==> src/rtl/pcpi_serial_bridge.sv <==
// pcpi_serial_bridge: segment-serial front end for a PCPI co-processor.
// The instruction arrives LSB segment first over a four-phase handshake.
// It is issued with a held pcpi_valid. A written-back pcpi_rd is returned
// serially, LSB segment first, over a second four-phase channel.
// Optional feature: define PCPI_TIMEOUT_EN to bound the PCPI wait to TIMEOUT
// counted cycles. Cycles with pcpi_wait=1 are not counted.
module pcpi_serial_bridge #(
  parameter int SEG_W   = 4,
  parameter int INSN_W  = 32,
  parameter int DATA_W  = 32,
  parameter int TIMEOUT = 255
) (
  input  logic              clk,
  input  logic              rst,
  input  logic              in_valid,
  input  logic [SEG_W-1:0]  in_data,
  output logic              in_ack,
  output logic              out_valid,
  output logic [SEG_W-1:0]  out_data,
  input  logic              out_ack,
  output logic              pcpi_valid,
  output logic [INSN_W-1:0] pcpi_insn,
  input  logic              pcpi_ready,
  input  logic              pcpi_wr,
  input  logic [DATA_W-1:0] pcpi_rd,
  input  logic              pcpi_wait,
  output logic              busy,
  output logic              timeout
);
  localparam int NSEG_IN  = INSN_W / SEG_W;
  localparam int NSEG_OUT = DATA_W / SEG_W;
  localparam int SCW      = (NSEG_IN > 1) ? $clog2(NSEG_IN) : 1;
  localparam int OCW      = (NSEG_OUT > 1) ? $clog2(NSEG_OUT) : 1;

  // LDONE: last segment latched, waiting for in_ack to finish falling
  typedef enum logic [2:0] {
    S_IDLE, S_LOAD, S_LDONE, S_ISSUE, S_WAIT, S_SEND
  } state_t;

  state_t            state_q, state_d;
  logic [SCW-1:0]    seg_cnt_q, seg_cnt_d;
  logic [OCW-1:0]    out_cnt_q, out_cnt_d;
  logic [INSN_W-1:0] insn_q, insn_d;
  logic [DATA_W-1:0] rd_q, rd_d;
  logic              in_ack_q, in_ack_d;
  logic              out_valid_q, out_valid_d;
  logic              latch;

`ifdef PCPI_TIMEOUT_EN
  localparam int TCW = $clog2(TIMEOUT + 1);
  logic [TCW-1:0] tmo_cnt_q, tmo_cnt_d;
  logic           timeout_q, timeout_d;
`else
  logic [31:0] unused_cfg;
  assign unused_cfg = {pcpi_wait, 31'(TIMEOUT)};
`endif

  // State and datapath registers; reset abandons any transfer in flight
  always_ff @(posedge clk) begin
    if (rst) begin
      state_q     <= S_IDLE;
      seg_cnt_q   <= '0;
      out_cnt_q   <= '0;
      insn_q      <= '0;
      rd_q        <= '0;
      in_ack_q    <= 1'b0;
      out_valid_q <= 1'b0;
`ifdef PCPI_TIMEOUT_EN
      tmo_cnt_q   <= '0;
      timeout_q   <= 1'b0;
`endif
    end else begin
      state_q     <= state_d;
      seg_cnt_q   <= seg_cnt_d;
      out_cnt_q   <= out_cnt_d;
      insn_q      <= insn_d;
      rd_q        <= rd_d;
      in_ack_q    <= in_ack_d;
      out_valid_q <= out_valid_d;
`ifdef PCPI_TIMEOUT_EN
      tmo_cnt_q   <= tmo_cnt_d;
      timeout_q   <= timeout_d;
`endif
    end
  end

  // Next state: input handshake, PCPI issue/wait, and serial result return
  always_comb begin
    state_d     = state_q;
    seg_cnt_d   = seg_cnt_q;
    out_cnt_d   = out_cnt_q;
    insn_d      = insn_q;
    rd_d        = rd_q;
    in_ack_d    = in_ack_q;
    out_valid_d = out_valid_q;
`ifdef PCPI_TIMEOUT_EN
    tmo_cnt_d   = tmo_cnt_q;
    timeout_d   = timeout_q;
`endif
    // Only a fresh request (ack low) latches, so a held in_valid latches once
    latch = in_valid && !in_ack_q && (state_q == S_IDLE || state_q == S_LOAD);
    if (latch) begin
      insn_d[SEG_W*int'(seg_cnt_q) +: SEG_W] = in_data;
      in_ack_d = 1'b1;
    end else if (in_ack_q && !in_valid) begin
      in_ack_d = 1'b0;
    end

    case (state_q)
      S_IDLE: if (latch) begin
`ifdef PCPI_TIMEOUT_EN
        timeout_d = 1'b0;
`endif
        if (NSEG_IN == 1) begin
          state_d = S_LDONE;
        end else begin
          state_d   = S_LOAD;
          seg_cnt_d = SCW'(1);
        end
      end
      S_LOAD: if (latch) begin
        if (seg_cnt_q == SCW'(NSEG_IN - 1)) begin
          state_d   = S_LDONE;
          seg_cnt_d = '0;
        end else begin
          seg_cnt_d = seg_cnt_q + SCW'(1);
        end
      end
      S_LDONE: if (!in_ack_q) begin
        state_d = S_ISSUE;
`ifdef PCPI_TIMEOUT_EN
        tmo_cnt_d = '0;
`endif
      end
      // ISSUE already honours pcpi_ready: one-cycle minimum issue latency
      S_ISSUE, S_WAIT: begin
        if (pcpi_ready) begin
          if (pcpi_wr) begin
            rd_d        = pcpi_rd;
            out_valid_d = 1'b1;
            state_d     = S_SEND;
          end else begin
            state_d = S_IDLE;
          end
        end else if (state_q == S_ISSUE) begin
          state_d = S_WAIT;
        end
`ifdef PCPI_TIMEOUT_EN
        else if (!pcpi_wait) begin
          if (tmo_cnt_q == TCW'(TIMEOUT - 1)) begin
            tmo_cnt_d = '0;
            timeout_d = 1'b1;
            state_d   = S_IDLE;
          end else begin
            tmo_cnt_d = tmo_cnt_q + TCW'(1);
          end
        end
`endif
      end
      // A segment completes when out_ack is seen low after out_valid dropped
      S_SEND: begin
        if (out_valid_q) begin
          if (out_ack) out_valid_d = 1'b0;
        end else if (!out_ack) begin
          rd_d = rd_q >> SEG_W;
          if (out_cnt_q == OCW'(NSEG_OUT - 1)) begin
            out_cnt_d = '0;
            state_d   = S_IDLE;
          end else begin
            out_cnt_d   = out_cnt_q + OCW'(1);
            out_valid_d = 1'b1;
          end
        end
      end
      default: state_d = S_IDLE;
    endcase
  end

  // Outputs decoded from registered state
  always_comb begin
    pcpi_valid = (state_q == S_ISSUE) || (state_q == S_WAIT);
    pcpi_insn  = insn_q;
    in_ack     = in_ack_q;
    out_valid  = out_valid_q;
    out_data   = rd_q[SEG_W-1:0];
    busy       = (state_q != S_IDLE);
`ifdef PCPI_TIMEOUT_EN
    timeout    = timeout_q;
`else
    timeout    = 1'b0;
`endif
  end
endmodule

==> config.mk <==
export PLATFORM = sky130hd
export DESIGN_NAME = pcpi_serial_bridge
export DESIGN_NICKNAME = d
export VERILOG_FILES = /design/src/rtl/pcpi_serial_bridge.sv
export SDC_FILE = /design/constraint.sdc
export NUM_CORES = 1
export LEC_CHECK = 0
export ABC_CLOCK_PERIOD_IN_PS = 4100
export BUFFER_PORTS_ARGS = -buffer_cell sky130_fd_sc_hd__clkbuf_2
export CORE_MARGIN = 2
export CORE_UTILIZATION = 55
export DETAILED_ROUTE_END_ITERATION = 7
export GPL_TIMING_DRIVEN = 0
export PLACE_DENSITY = 0.91
export SYNTH_ARGS = -nofsm -noshare
export SYNTH_HDL_FRONTEND = slang
export SYNTH_SLANG_ARGS = --single-unit
export TNS_END_PERCENT = 5
==> constraint.sdc <==
create_clock -name clk -period 4.1 [get_ports clk]
set_clock_uncertainty 0.05 [all_clocks]
set_input_delay 0.41 -clock clk [delete_from_list [all_inputs] [get_ports clk]]
set_output_delay 0.41 -clock clk [all_outputs]
set_load 0.02 [all_outputs]
==> out/qor.tcl, run 1 <==
set qor(antenna-diode-count) 0
set qor(yosys_register_bits) 75
set qor(synth_cells) 419
set qor(post-route-worst-setup-slack_ns) 0.925
set qor(timing.critical_path.to_type) {flip-flop}
set qor(timing.critical_path.fanout_max) 10
set qor(clock-root-buffer) {sky130_fd_sc_hd__clkbuf_8}
set qor(hold_class) {input port to flip-flop}
set qor(worst-slew-pin-transition_ns) 0.917
set qor(cts_max_level) 3
set qor(ios) 84
set qor(max-vdd-ir-drop_mv) 0.230
set qor(worst-endpoint-arrival_ns) 3.41
set qor(detail_route.iter0.violations) 335
set qor(clock_path_buffers) 2
set qor(vertical_die_dimension_um) 84.6
set qor(synth_seq_area_share) 0.420
set qor(netlist_area_um2) 3580
set qor(hpwlAfterDp_um) 6350
set qor(postRouteWirelength_um) 9020
set qor(routed_via_density) 5.92
set qor(layout-drive-gt1-share) 0.223
set qor(crit_path_max_incr_delay_ns) 0.46
set qor(post_cts_resize_count) 0
set qor(drtAntennaViolNets) 0
set qor(final.min_clock_period_ns) 3.17
set qor(report.final.hold_viol_count) 0
set qor(wl_per_cell_um) 15.2
set qor(postPlaceCellArea_um2) 4080
set qor(ys.flop_type) {sky130_fd_sc_hd__dfxtp_1}
set qor(synthesis.area_per_instance_um2) 8.53
set qor(finish.instance_area_um2) 4280
set qor(maxCapViolations) 0
set qor(cellPowerDensity_nw_per_um2) 336
set qor(remaining_drc_errors) 0
set qor(design.core.area_um2) 6310
set qor(die_area_um2) 7160
set qor(place.gp.congestion) 0.811
set qor(total_switching_power_w) 0.000374
set qor(clock_power_share) 0.397
set qor(grt_pass1_wl_um) 14700
set qor(syn-num-nets) 471
set qor(cellLeakagePower_nw) 1.82
set qor(fillCellCount) 490
set qor(portBuffers) 81
set qor(cts_tree) {done}
set qor(clk-insertion-delay-late_ns) 0.35
set qor(cp_top_family) {buffers and inverters}
set qor(layout_worst_path_cycle_share) 0.774
set qor(flow.area_growth_from_synthesis_pct) 19.6
set qor(synth_warnings) 0
set qor(postCtsSetupRepairBufs) 0
set qor(combinationalPowerShare) 0.090
set qor(clock.fmax_ghz) 0.315
set qor(crit_path_start_kind) {flip-flop}
set qor(cts_sinks) 75
set qor(ys_async_sr_fraction) 0
set qor(run_status) {complete, no violations}
set qor(synth_edf_count) 0
set qor(slew-limit-headroom) 0.384
set qor(timing.critical_path.required_ns) 4.33
set qor(crit_type) {flip-flop to flip-flop}
set qor(worstPathCellList) {clkbuf_1 > inv_1 > ha_1 > ha_1 > clkbuf_1 > o31a_1 > nand3_1 > or3_1 > a21oi_1}
set qor(final-setup-viol-count) 0
set qor(maximum_number_of_pins_on_one_net_before_global_route_repair) 15
set qor(critical-path-slowest-cell) {sky130_fd_sc_hd__clkbuf_1}
set qor(cts_buffers) 9
set qor(rows) 29
set qor(internal-power_w) 0.00106
set qor(timing.reg2reg.setup_slack_ns) 0.93
set qor(finalSetupTns_ns) 0
set qor(die-width_um) 84.6
set qor(slew_violations) 0
set qor(sequential_group_share_of_total_power) 0.513
set qor(layout_commonest_cell) {sky130_fd_sc_hd__clkbuf_2}
set qor(grt_pass1_vias) 3191
set qor(netSwitchingFraction) 0.260
set qor(detailedRoute.firstPassIterationCount) 5
set qor(nets) 563
set qor(antenna_found_initial) 0
set qor(critical_path_buf_inv_count) 3
set qor(place_worst_setup_slack_ns) 1.00
set qor(route.vias.total) 3508
set qor(initial_core_util) 0.566
set qor(grt_setup_unrepaired) {false}
set qor(netlist-cell-type-count) 34
set qor(gr-usage-all-layers) 0.253
set qor(most-common-layout-cells) {sky130_fd_sc_hd__clkbuf_2 (81), sky130_fd_sc_hd__dfxtp_1 (75), sky130_fd_sc_hd__nand2_1 (47)}
set qor(holdBufCountCts) 0
set qor(cts.reportedPaths.clkPinSlew_ns) 0.08
set qor(overflow) 0
-- power by group through the flow --
stage | clock network, W | registers [W] | logic (W)
final | 0.000570 | 0.000737 | 0.000130
after global placement | 0 | 0.000754 | 0.000123
after floorplan | 0 | 0.000756 | 0.0000764
after detailed placement | 0 | 0.000754 | 0.000127
after global routing | 0.000610 | 0.000737 | 0.000141
after CTS | 0.000577 | 0.000737 | 0.000128
-- final timing paths --
| path | start | endpoint | depth (start not counted) |
|---|---|---|---|
| min reg2reg | pcpi_insn[12] | pcpi_insn[12] | 2 |
| max | seg_cnt_q[0] | pcpi_insn[13] | 9 |
| min | pcpi_rd[29] | rd_q[29] | 3 |
| max reg2reg | seg_cnt_q[0] | pcpi_insn[13] | 9 |
-- sequential cells by signal, indices dropped and copies added, names as in the netlist --
signal     flops
pcpi_insn     32
rd_q          32
out_cnt_q      3
seg_cnt_q      3
state_q        3
in_ack         1
out_valid      1
-- kinds of logic after synthesis --
family | synth area share
compound gates | 0.119
fa+ha+maj | 0.0315
buf+inv | 0.0595
flops | 0.420
mux | 0.0672
other cells | 0.00105
simple gates | 0.302
-- per-stage QoR --
stage	hold slack [ns]	total power, W	std cells	utilization
after CTS	0.215	0.00144	593	0.678
after global placement	0.392	0.000877	577	0.646
final	0.225	0.00144	593	0.678
after global routing	0.223	0.00149	593	0.678
after floorplan	0.386	0.000833	419	-
after detailed placement	0.395	0.000881	577	0.646
-- worst reg2reg max path, stage by stage (launching register included) --
cell	delay [ns]
sky130_fd_sc_hd__dfxtp_1	0.40
sky130_fd_sc_hd__clkbuf_1	0.36
sky130_fd_sc_hd__inv_1	0.18
sky130_fd_sc_hd__ha_1	0.26
sky130_fd_sc_hd__ha_1	0.27
sky130_fd_sc_hd__clkbuf_1	0.46
sky130_fd_sc_hd__o31a_1	0.34
sky130_fd_sc_hd__nand3_1	0.22
sky130_fd_sc_hd__or3_1	0.42
sky130_fd_sc_hd__a21oi_1	0.15
-- cell usage after synthesis, types with 5 or more instances --
| master | number | share of area |
|---|---|---|
| sky130_fd_sc_hd__a21oi_1 | 20 | 0.028 |
| sky130_fd_sc_hd__a311oi_1 | 29 | 0.071 |
| sky130_fd_sc_hd__and3_1 | 9 | 0.016 |
| sky130_fd_sc_hd__buf_2 | 5 | 0.0070 |
| sky130_fd_sc_hd__buf_4 | 8 | 0.017 |
| sky130_fd_sc_hd__clkbuf_1 | 28 | 0.029 |
| sky130_fd_sc_hd__dfxtp_1 | 75 | 0.42 |
| sky130_fd_sc_hd__ha_1 | 9 | 0.031 |
| sky130_fd_sc_hd__inv_1 | 5 | 0.0052 |
| sky130_fd_sc_hd__mux2i_1 | 24 | 0.067 |
| sky130_fd_sc_hd__nand2_1 | 47 | 0.049 |
| sky130_fd_sc_hd__nand2b_1 | 12 | 0.021 |
| sky130_fd_sc_hd__nand3_1 | 41 | 0.057 |
| sky130_fd_sc_hd__nand3b_1 | 7 | 0.015 |
| sky130_fd_sc_hd__nor2_1 | 30 | 0.031 |
| sky130_fd_sc_hd__nor3_1 | 34 | 0.048 |
| sky130_fd_sc_hd__o21ai_0 | 6 | 0.0084 |
-- routing by layer --
metal,vias up,GRT usage,part of all wire
li1,1683,-,-
met1,1614,0.331,0.42
met2,174,0.400,0.48
met3,37,0.0413,0.073
met4,0,0.134,0.033
met5,-,0,0
-- area by class of cell --
cell class / count / area, µm² / share of cell area
Multi-Input combinational cell: 297 / 1860 / 0.435
Sequential cell: 75 / 1500 / 0.351
Timing Repair Buffer: 81 / 405 / 0.0948
Buffer: 42 / 194 / 0.0453
Clock buffer: 9 / 124 / 0.0290
Tap cell: 77 / 96.3 / 0.0225
Clock inverter: 7 / 76.3 / 0.0178
Inverter: 5 / 18.8 / 0.00439
(Power assumes the default switching activity.)
==> inputs of run 2 (changes only) <==
--- a/config.mk
+++ b/config.mk
@@ -5,13 +5,13 @@
 export SDC_FILE = /design/constraint.sdc
 export NUM_CORES = 1
 export LEC_CHECK = 0
-export ABC_CLOCK_PERIOD_IN_PS = 4100
+export ABC_CLOCK_PERIOD_IN_PS = 3120
 export BUFFER_PORTS_ARGS = -buffer_cell sky130_fd_sc_hd__clkbuf_2
 export CORE_MARGIN = 2
-export CORE_UTILIZATION = 55
+export CORE_UTILIZATION = 54
 export DETAILED_ROUTE_END_ITERATION = 7
 export GPL_TIMING_DRIVEN = 0
-export PLACE_DENSITY = 0.91
+export PLACE_DENSITY = 0.9
 export SYNTH_ARGS = -nofsm -noshare
 export SYNTH_HDL_FRONTEND = slang
 export SYNTH_SLANG_ARGS = --single-unit
==> constraint.sdc (replaced) <==
create_clock -name clk -period 3.12 [get_ports clk]
set_clock_uncertainty 0.05 [all_clocks]
set_input_delay 0.312 -clock clk [delete_from_list [all_inputs] [get_ports clk]]
set_output_delay 0.312 -clock clk [all_outputs]
set_load 0.02 [all_outputs]
==> out/qor.tcl, run 2 (synthesized netlist as in run 1, its figures left out) <==
set qor(clock-root-buffer) {sky130_fd_sc_hd__clkbuf_8}
set qor(r2r_start) {seg_cnt_q[0]}
set qor(crit_path_start_kind) {flip-flop}
set qor(run_status) {complete, no violations}
set qor(flow.area_growth_from_synthesis_pct) 20.1
set qor(place.gp.congestion) 0.803 ;# -1.0%
set qor(most-common-layout-cells) {sky130_fd_sc_hd__clkbuf_2 (81), sky130_fd_sc_hd__dfxtp_1 (75), sky130_fd_sc_hd__nand2_1 (47)}
set qor(timing.critical_path.fanout_max) 10 ;# unchanged
set qor(cellLeakagePower_nw) 1.82 ;# +0.46%
set qor(clk-insertion-delay-late_ns) 0.35 ;# about the same
set qor(design.core.area_um2) 6390 ;# +1.1%
set qor(rr_endpoint) {pcpi_insn[13]}
set qor(max-vdd-ir-drop_mv) 0.371 ;# +61%
set qor(layout_commonest_cell) {sky130_fd_sc_hd__clkbuf_2}
set qor(cts_tree) {done}
set qor(worst-slew-pin-transition_ns) 0.899 ;# -0.0184 ns
set qor(slew_violations) 0 ;# unchanged
set qor(routed_via_density) 5.82 ;# -1.6%
set qor(final.min_clock_period_ns) 2.95 ;# -0.222 ns
set qor(cellPowerDensity_nw_per_um2) 457 ;# +36%
set qor(timing.critical_path.required_ns) 3.36 ;# -0.97 ns
set qor(ios) 84 ;# unchanged
set qor(crit_type) {flip-flop to flip-flop}
set qor(cts_buffers) 9 ;# unchanged
set qor(antenna-diode-count) 0 ;# unchanged
set qor(nets) 562 ;# -0.18%
set qor(grt_pass1_vias) 3164 ;# -0.85%
set qor(vertical_die_dimension_um) 85.4 ;# +0.87%
set qor(detailedRoute.firstPassIterationCount) 5 ;# unchanged
set qor(detail_route.iter0.violations) 281 ;# -16%
set qor(antenna_found_initial) 0 ;# unchanged
set qor(hpwlAfterDp_um) 6480 ;# +2.1%
set qor(layout-drive-gt1-share) 0.223 ;# +0.000433
set qor(reg2reg_depth) 8 ;# -1
set qor(final-setup-viol-count) 0 ;# unchanged
set qor(overflow) 0 ;# unchanged
set qor(drtAntennaViolNets) 0 ;# unchanged
set qor(worst_setup_path_startpoint) {seg_cnt_q[0]}
set qor(finish.instance_area_um2) 4290 ;# +0.38%
set qor(die-width_um) 85.4 ;# +0.87%
set qor(portBuffers) 81 ;# unchanged
set qor(maximum_number_of_pins_on_one_net_before_global_route_repair) 14 ;# -1
set qor(slew-limit-headroom) 0.396 ;# +0.0124
set qor(stdcell_count) 592 ;# -0.17%
set qor(worst-endpoint-arrival_ns) 3.19 ;# -0.22 ns
set qor(rows) 29 ;# unchanged
set qor(hold_class) {input port to flip-flop}
set qor(clock_path_buffers) 2 ;# unchanged
set qor(cts_max_level) 3 ;# unchanged
set qor(grt_pass1_wl_um) 14300 ;# -3.0%
set qor(cts_sinks) 75 ;# unchanged
set qor(cts.reportedPaths.clkPinSlew_ns) 0.08 ;# about the same
set qor(gr-usage-all-layers) 0.243 ;# -0.00970
set qor(postPlaceCellArea_um2) 4080 ;# unchanged
set qor(cp-endpoint) {pcpi_insn[13]}
set qor(wl_per_cell_um) 15.1 ;# -0.58%
set qor(remaining_drc_errors) 0 ;# unchanged
set qor(maxCapViolations) 0 ;# unchanged
set qor(layout_worst_path_cycle_share) 0.946 ;# +0.172
set qor(timing.reg2reg.setup_slack_ns) 0.17 ;# -0.76 ns
set qor(report.final.hold_viol_count) 0 ;# unchanged
set qor(die_area_um2) 7290 ;# +1.8%
set qor(route.vias.total) 3447 ;# -1.7%
set qor(grt_setup_unrepaired) {false}
set qor(initial_core_util) 0.560 ;# -0.00644
set qor(timing.critical_path.to_type) {flip-flop}
set qor(dpl.cell_count) 577 ;# unchanged
set qor(postRouteWirelength_um) 8950 ;# -0.74%
set qor(clock.fmax_ghz) 0.339 ;# +7.5%
==> run 2: cell count changes in the layout (fill, tap and decap cells not counted) <==
cell / delta
sky130_fd_sc_hd__bufinv_16: +1
sky130_fd_sc_hd__clkinvlp_4: -1
sky130_fd_sc_hd__ha_1: -1
sky130_fd_sc_hd__ha_2: +1
sky130_fd_sc_hd__inv_6: -1
==> run 2: report_power, final <==
group	switching (W)	total (W)	internal, W	leakage, nW
clock	0.000370	0.000822	0.000452	0.106
combinational	0.000110	0.000172	0.0000621	1.11
sequential	0.00000631	0.000969	0.000962	0.605
total	0.000486	0.00196	0.00148	1.82
==> run 2: layer usage <==
metal  track usage  vias to the layer above  wire length [µm]
li1              -                     1684                 -
met1         0.328                     1632              4000
met2         0.373                      113              4280
met3        0.0438                       18               479
met4         0.124                        0               185
met5             0                        -                 0
==> run 2: layout make-up <==
class                   count  area (µm²)
multi-input cells         297        1860
flip-flops and latches     75        1500
plain buffers              41         190
fillers                   524        2090
well taps                  77        96.3
clock inverters             6        90.1
repair buffers             81         405
inverters                   5        18.8
clock buffers              10         128
==> run 2: timing repair <==
item | 4_1_cts | 5_1_grt
setup buffers | 0 | 0
setup endpoints to repair | 1 | 5
cloned | 0 | 0
hold buffers | 0 | 0
gates resized for setup | 0 | 1
==> run 2: worst min-delay path by stage <==
| stage | end | from | depth (start not counted) |
|---|---|---|---|
| after floorplan | out_valid | out_ack | 1 |
| after global placement | out_cnt_q[1] | out_cnt_q[1] | 2 |
| after detailed placement | pcpi_insn[15] | pcpi_insn[15] | 2 |
| after CTS | rd_q[28] | pcpi_rd[28] | 3 |
| after global routing | rd_q[28] | pcpi_rd[28] | 3 |
| final | rd_q[28] | pcpi_rd[28] | 3 |
==> run 2: worst max-delay path: stages (launching register included) <==
cell and delay [ns]:
sky130_fd_sc_hd__dfxtp_1 0.41, sky130_fd_sc_hd__clkbuf_1 0.37, sky130_fd_sc_hd__inv_1 0.19, sky130_fd_sc_hd__ha_1 0.27, sky130_fd_sc_hd__ha_2 0.51, sky130_fd_sc_hd__o31a_1 0.30
sky130_fd_sc_hd__nand3_1 0.21, sky130_fd_sc_hd__or3_1 0.42, sky130_fd_sc_hd__a21oi_1 0.16
==> run 2: stage by stage <==
stage	hold slack [ns]	worst slack, ns	utilization	TNS [ns]	total power, W
final	0.122	0.167	0.672	0	0.00196
after global routing	0.127	0.00702	0.672	0	0.00202
after CTS	0.119	0.111	0.672	0	0.00196
after detailed placement	0.399	-0.0339	0.639	-0.0339	0.00116
after global placement	0.392	0.0945	0.639	0	0.00115
after floorplan	0.383	0.484	-	0	0.00109
